[config.mk]
export PLATFORM = sky130hd
export DESIGN_NAME = an_encoder_serial
export DESIGN_NICKNAME = d
export VERILOG_FILES = /design/src/rtl/an_codes_pkg.sv /design/src/rtl/an_shift_add_mul.sv /design/src/rtl/an_encoder_serial.sv
export SDC_FILE = /design/constraint.sdc
export NUM_CORES = 1
export LEC_CHECK = 0
export CAP_MARGIN = 40
export CELL_PAD_IN_SITES_DETAIL_PLACEMENT = 1
export CELL_PAD_IN_SITES_GLOBAL_PLACEMENT = 1
export CORE_MARGIN = 4
export CORE_UTILIZATION = 45
export CTS_BUF_LIST = sky130_fd_sc_hd__clkbuf_16
export DETAILED_ROUTE_END_ITERATION = 16
export GPL_ROUTABILITY_DRIVEN = 0
export PLACE_DENSITY_LB_ADDON = 0.05
export SYNTH_ARGS = -nofsm -noshare
export SYNTH_HDL_FRONTEND = slang
export SYNTH_HIERARCHICAL = 1
export SYNTH_SLANG_ARGS = --single-unit
[constraint.sdc]
create_clock -name clk -period 5.65 [get_ports clk]
set_input_delay 0.8475 -clock clk [delete_from_list [all_inputs] [get_ports clk]]
set_output_delay 0.8475 -clock clk [all_outputs]
set_load 0.005 [all_outputs]
[src/rtl/an_codes_pkg.sv]
// Shared definitions for the AN-code encoder/decoder family: default code
// parameters, the encoder state encoding and the codeword width check.
package an_codes_pkg;

  localparam int AN_A    = 13;
  localparam int AN_N_W  = 8;
  localparam int AN_CW_W = 12;

  typedef enum logic [1:0] {
    IDLE = 2'd0,
    MUL  = 2'd1,
    DONE = 2'd2
  } an_state_e;

  // True when the largest codeword A*(2^N_W-1) fits in CW_W bits.
  function automatic bit an_fits(input int a, input int n_w, input int cw_w);
    longint max_code;
    longint limit;
    max_code = longint'(a) * ((longint'(1) << n_w) - longint'(1));
    limit    = longint'(1) << cw_w;
    return max_code < limit;
  endfunction

endpackage

[src/rtl/an_shift_add_mul.sv]
// Serial shift-add multiplier: product = A * din, one multiplier bit per
// cycle, exactly N_W iterations after start; done pulses for one cycle.
module an_shift_add_mul
  import an_codes_pkg::*;
#(
  parameter int A    = AN_A,
  parameter int N_W  = AN_N_W,
  parameter int CW_W = AN_CW_W
) (
  input  logic            clk,
  input  logic            rst,
  input  logic            start,
  input  logic [N_W-1:0]  din,
  output logic            done,
  output logic [CW_W-1:0] product
);

  localparam int CNT_W = (N_W > 1) ? $clog2(N_W) : 1;
  localparam logic [CNT_W-1:0] CNT_LAST   = CNT_W'(N_W - 1);
  localparam logic [CW_W-1:0]  MCAND_INIT = CW_W'(A);

  logic [N_W-1:0]  sreg_q,  sreg_d;
  logic [CW_W-1:0] acc_q,   acc_d;
  logic [CW_W-1:0] mcand_q, mcand_d;
  logic [CNT_W-1:0] cnt_q,  cnt_d;
  logic            run_q,   run_d;
  logic            done_q,  done_d;

  always_comb begin
    sreg_d  = sreg_q;
    acc_d   = acc_q;
    mcand_d = mcand_q;
    cnt_d   = cnt_q;
    run_d   = run_q;
    done_d  = 1'b0;
    if (start) begin
      sreg_d  = din;
      acc_d   = '0;
      mcand_d = MCAND_INIT;
      cnt_d   = '0;
      run_d   = 1'b1;
    end else if (run_q) begin
      // Truncation is safe: the width check guarantees no carry out.
      if (sreg_q[0]) begin
        acc_d = acc_q + mcand_q;
      end
      sreg_d  = sreg_q >> 1;
      mcand_d = mcand_q << 1;
      cnt_d   = cnt_q + CNT_W'(1);
      if (cnt_q == CNT_LAST) begin
        run_d  = 1'b0;
        done_d = 1'b1;
      end
    end
  end

  always_ff @(posedge clk) begin
    if (rst) begin
      sreg_q  <= '0;
      acc_q   <= '0;
      mcand_q <= '0;
      cnt_q   <= '0;
      run_q   <= 1'b0;
      done_q  <= 1'b0;
    end else begin
      sreg_q  <= sreg_d;
      acc_q   <= acc_d;
      mcand_q <= mcand_d;
      cnt_q   <= cnt_d;
      run_q   <= run_d;
      done_q  <= done_d;
    end
  end

  assign done    = done_q;
  assign product = acc_q;

endmodule

[src/rtl/an_encoder_serial.sv]
// AN-code encoder: out_code = A*in_data via a serial multiplier, with
// valid/ready on both sides. Optional bit-flip injection: AN_ERR_INJECT_EN.
module an_encoder_serial
  import an_codes_pkg::*;
#(
  parameter int A    = AN_A,
  parameter int N_W  = AN_N_W,
  parameter int CW_W = AN_CW_W
) (
  input  logic                    clk,
  input  logic                    rst,
  input  logic                    in_valid,
  output logic                    in_ready,
  input  logic [N_W-1:0]          in_data,
`ifdef AN_ERR_INJECT_EN
  input  logic                    inj_en,
  input  logic [$clog2(CW_W)-1:0] inj_bit,
`endif
  output logic                    out_valid,
  input  logic                    out_ready,
  output logic [CW_W-1:0]         out_code,
  output logic                    busy
);

  localparam logic [1:0] S_IDLE = IDLE;
  localparam logic [1:0] S_MUL  = MUL;
  localparam logic [1:0] S_DONE = DONE;

  if (!an_fits(A, N_W, CW_W)) begin : g_bad_width
    $error("an_encoder_serial: A*(2^N_W-1) does not fit in CW_W bits");
  end
  if ((A < 3) || ((A % 2) == 0)) begin : g_bad_a
    $error("an_encoder_serial: A must be odd and at least 3");
  end

  logic [1:0]      state_q, state_d;
  logic [CW_W-1:0] out_code_q, out_code_d;
  logic            accept;
  logic            mul_done;
  logic [CW_W-1:0] mul_product;
  logic [CW_W-1:0] flip_mask;

  assign accept = (state_q == S_IDLE) && in_valid;

  an_shift_add_mul #(
    .A    (A),
    .N_W  (N_W),
    .CW_W (CW_W)
  ) u_mul (
    .clk     (clk),
    .rst     (rst),
    .start   (accept),
    .din     (in_data),
    .done    (mul_done),
    .product (mul_product)
  );

`ifdef AN_ERR_INJECT_EN
  localparam int INJ_W = $clog2(CW_W);

  logic             inj_en_q,  inj_en_d;
  logic [INJ_W-1:0] inj_bit_q, inj_bit_d;

  // Out-of-range bit positions select no flip rather than wrapping.
  function automatic logic [CW_W-1:0] inj_mask(input logic en,
                                               input logic [INJ_W-1:0] pos);
    if (en && (int'(pos) < CW_W)) begin
      return CW_W'(1) << pos;
    end
    return '0;
  endfunction

  always_comb begin
    inj_en_d  = inj_en_q;
    inj_bit_d = inj_bit_q;
    if (accept) begin
      inj_en_d  = inj_en;
      inj_bit_d = inj_bit;
    end
  end

  always_ff @(posedge clk) begin
    if (rst) begin
      inj_en_q  <= 1'b0;
      inj_bit_q <= '0;
    end else begin
      inj_en_q  <= inj_en_d;
      inj_bit_q <= inj_bit_d;
    end
  end

  assign flip_mask = inj_mask(inj_en_q, inj_bit_q);
`else
  assign flip_mask = '0;
`endif

  always_comb begin
    state_d    = state_q;
    out_code_d = out_code_q;
    case (state_q)
      S_IDLE: begin
        if (in_valid) begin
          state_d = S_MUL;
        end
      end
      S_MUL: begin
        if (mul_done) begin
          state_d    = S_DONE;
          out_code_d = mul_product ^ flip_mask;
        end
      end
      S_DONE: begin
        if (out_ready) begin
          state_d = S_IDLE;
        end
      end
      default: state_d = S_IDLE;
    endcase
  end

  always_ff @(posedge clk) begin
    if (rst) begin
      state_q    <= S_IDLE;
      out_code_q <= '0;
    end else begin
      state_q    <= state_d;
      out_code_q <= out_code_d;
    end
  end

  assign in_ready  = (state_q == S_IDLE);
  assign out_valid = (state_q == S_DONE);
  assign busy      = (state_q == S_MUL) || (state_q == S_DONE);
  assign out_code  = out_code_q;

endmodule

==> impl_metrics.ini <==
[outcome]
status = complete, no violations

[final_layout]
n_antenna_cell = 0
final_area_um2 = 3000
finalNetCount = 355
final_cell_mix = dfxtp_1, nand2_1, nor2_1
layout_commonest_cell = dfxtp_1
layout-drive-gt1-share_pct = 4.60
syn_to_final_growth_pct = 17.9
final_util_pct = 54.4

[sta]
relSlewSlack_pct = 49.6
finalMaxSlewViolations = 0
rsz0062_at_grt = false
tns_ns = 0
period_share_pct = 53.2
tightest_slew_ns = 0.756
period_minus_slack_ns = 3.00
fmax_mhz = 333
clock_skew_ns = 0.00397
finalHoldViolations = 0
finalSetupViolations = 0

[global_routing]
busiest_layer = met2
grt.met3_usage_pct = 3.27
antenna_found_initial = 0
overflow = 0
met1_usage_pct = 22.1
grt_pass1_vias = 2075
grt_pass1_wl_mm = 9.73
use_met2_pct = 28.6
grt_max_degree = 32
track_usage_pct = 17.0

[route]
drt-vias-per-instance = 5.29
drtPass1Iterations = 4
vias = 2106
post_drt_wl_per_cell_um = 14.1
routed_wl_mm = 5.62
drcViolationCount = 0
antenna_left = 0
drt_iter0_drc = 42

[yosys]
synth_compound_area_share_pct = 15.4
syn_nets = 334
yosys_warnings = 6
syn_avg_cell_area_um2 = 8.36
synth_ff_type = dfxtp_1
ys_ff_latch = 51
synthMuxAreaShare_pct = 8.27
synthCells = 304
synth_simple_gate_area_share_pct = 21.5
yosysSeqAreaShare_pct = 40.2
netlist_area_um2 = 2540
synthArstFlopShare_pct = 0
synthAdderAreaFrac_pct = 9.15
synth_edf_count = 0
synthXorXnorAreaFrac_pct = 1.72
synth_top_family_by_area = simple AND/OR/NAND/NOR gates
synth_cell_types = 44

[clock_tree]
hold_buffers = 0
insertion_delay_ns = 0.29
cts_max_level = 2
cts_tree = built
clock_path_buffers = 2
postCtsSetupBuffers = 0
cts_sinks = 51
cts_resized = 0
path_clk_slew_ns = 0.07
ctsRootBufferMaster = clkbuf_16
cts-buffers-inserted = 5

[setup_path]
arrival_ns = 3.17
start_kind = input pin
path_class = input pin to flip-flop
cp-end-kind = flip-flop
crit_fanout = 23
required_ns = 5.82

[power]
totalPowerFinal_mw = 0.896
power.leakage_nw = 1.16
powerDensity_nw_per_um2 = 299
ir_drop_mv = 0.156

[floorplan]
core_area_um2 = 5510
dieArea_um2 = 6920
start_util_pct = 46.2
num_io_pins = 27
rows = 27
die_h_um = 83.2
die_w_um = 83.2

[hold_path]
hold_class = flip-flop to flip-flop

[placement]
place.detailed.hpwl_mm = 4.02
dpl_cell_area_um2 = 2850
port_buffers = 26

[job]
drv_cap = 0
==> sequential cells by signal, indices dropped and copies added, names as in the netlist <==
name,flops
out_code,12
state_q,2
u_mul/product,12
u_mul/sreg_q,8
u_mul/run_q,1
u_mul/cnt_q,3
u_mul/mcand_q,12
u_mul/done,1
==> worst max-delay path, stage by stage <==
cell and delay (ns):
clkdlybuf4s50_1 0.47, and2_1 0.62, or2_2 0.53, nor2_1 0.20
nand2_1 0.10, o21ai_0 0.08, or3_1 0.31
==> cells in the mapped netlist (all sizes together) (5+ instances only) <==
master   n  area, µm²
dfxtp   51       1020
nand2   46        173
nor2    41        154
a21oi   38        190
mux2i   21        210
ha      17        213
inv     11       41.3
clkbuf   8       30.0
and2     7       46.3
buf      6       25.0
nand2b   5       31.3
==> worst paths after layout <==
check	start	endpoint	slack, ns	depth (start not counted)
max reg2reg	state_q[0]	u_mul/product[10]	3.02	8
min	out_code[6]	out_code[6]	0.45	2
max	in_valid	u_mul/product[10]	2.65	7
min reg2reg	out_code[6]	out_code[6]	0.45	2
==> power by group <==
part | total [mW] | switching (mW) | internal [mW]
Combinational | 0.197 | 0.108 | 0.0887
Clock | 0.294 | 0.131 | 0.163
Sequential | 0.406 | 0.0197 | 0.386
==> metal layers <==
metal | part of all wire [%] | vias up
met5 | 0 | -
met4 | 0.66 | 0
met3 | 3.7 | 2
met2 | 47 | 27
met1 | 49 | 989
li1 | - | 1088
==> logic make-up (layout without fill, tap and decap cells) <==
family,after synthesis,count (layout)
and+or+nand+nor,121,121
AOI/OAI and AO/OA,63,63
DFF,51,51
buffers and inverters,25,47
muxes,21,21
adders and majority gates,18,18
xor gates and xnor gates,5,5
==> through the flow <==
| step | worst slack (ns) | hold slack [ns] | instances |
|---|---|---|---|
| after global routing | 2.45 | 0.476 | 398 |
| after floorplan | 3.44 | 0.441 | 304 |
| final | 2.65 | 0.454 | 398 |
| after global placement | 2.36 | 0.443 | 390 |
| after CTS | 2.61 | 0.460 | 398 |
| after detailed placement | 2.33 | 0.450 | 390 |
==> area by class of cell <==
class | instances | area (µm²)
fillers | 661 | 2510
multi-input cells | 228 | 1430
flip-flops and latches | 51 | 1020
repair buffers | 28 | 275
clock buffers | 5 | 125
well taps | 72 | 90.1
inverters | 11 | 41.3
clock inverters | 3 | 20.0
(Power assumes the default switching activity.)
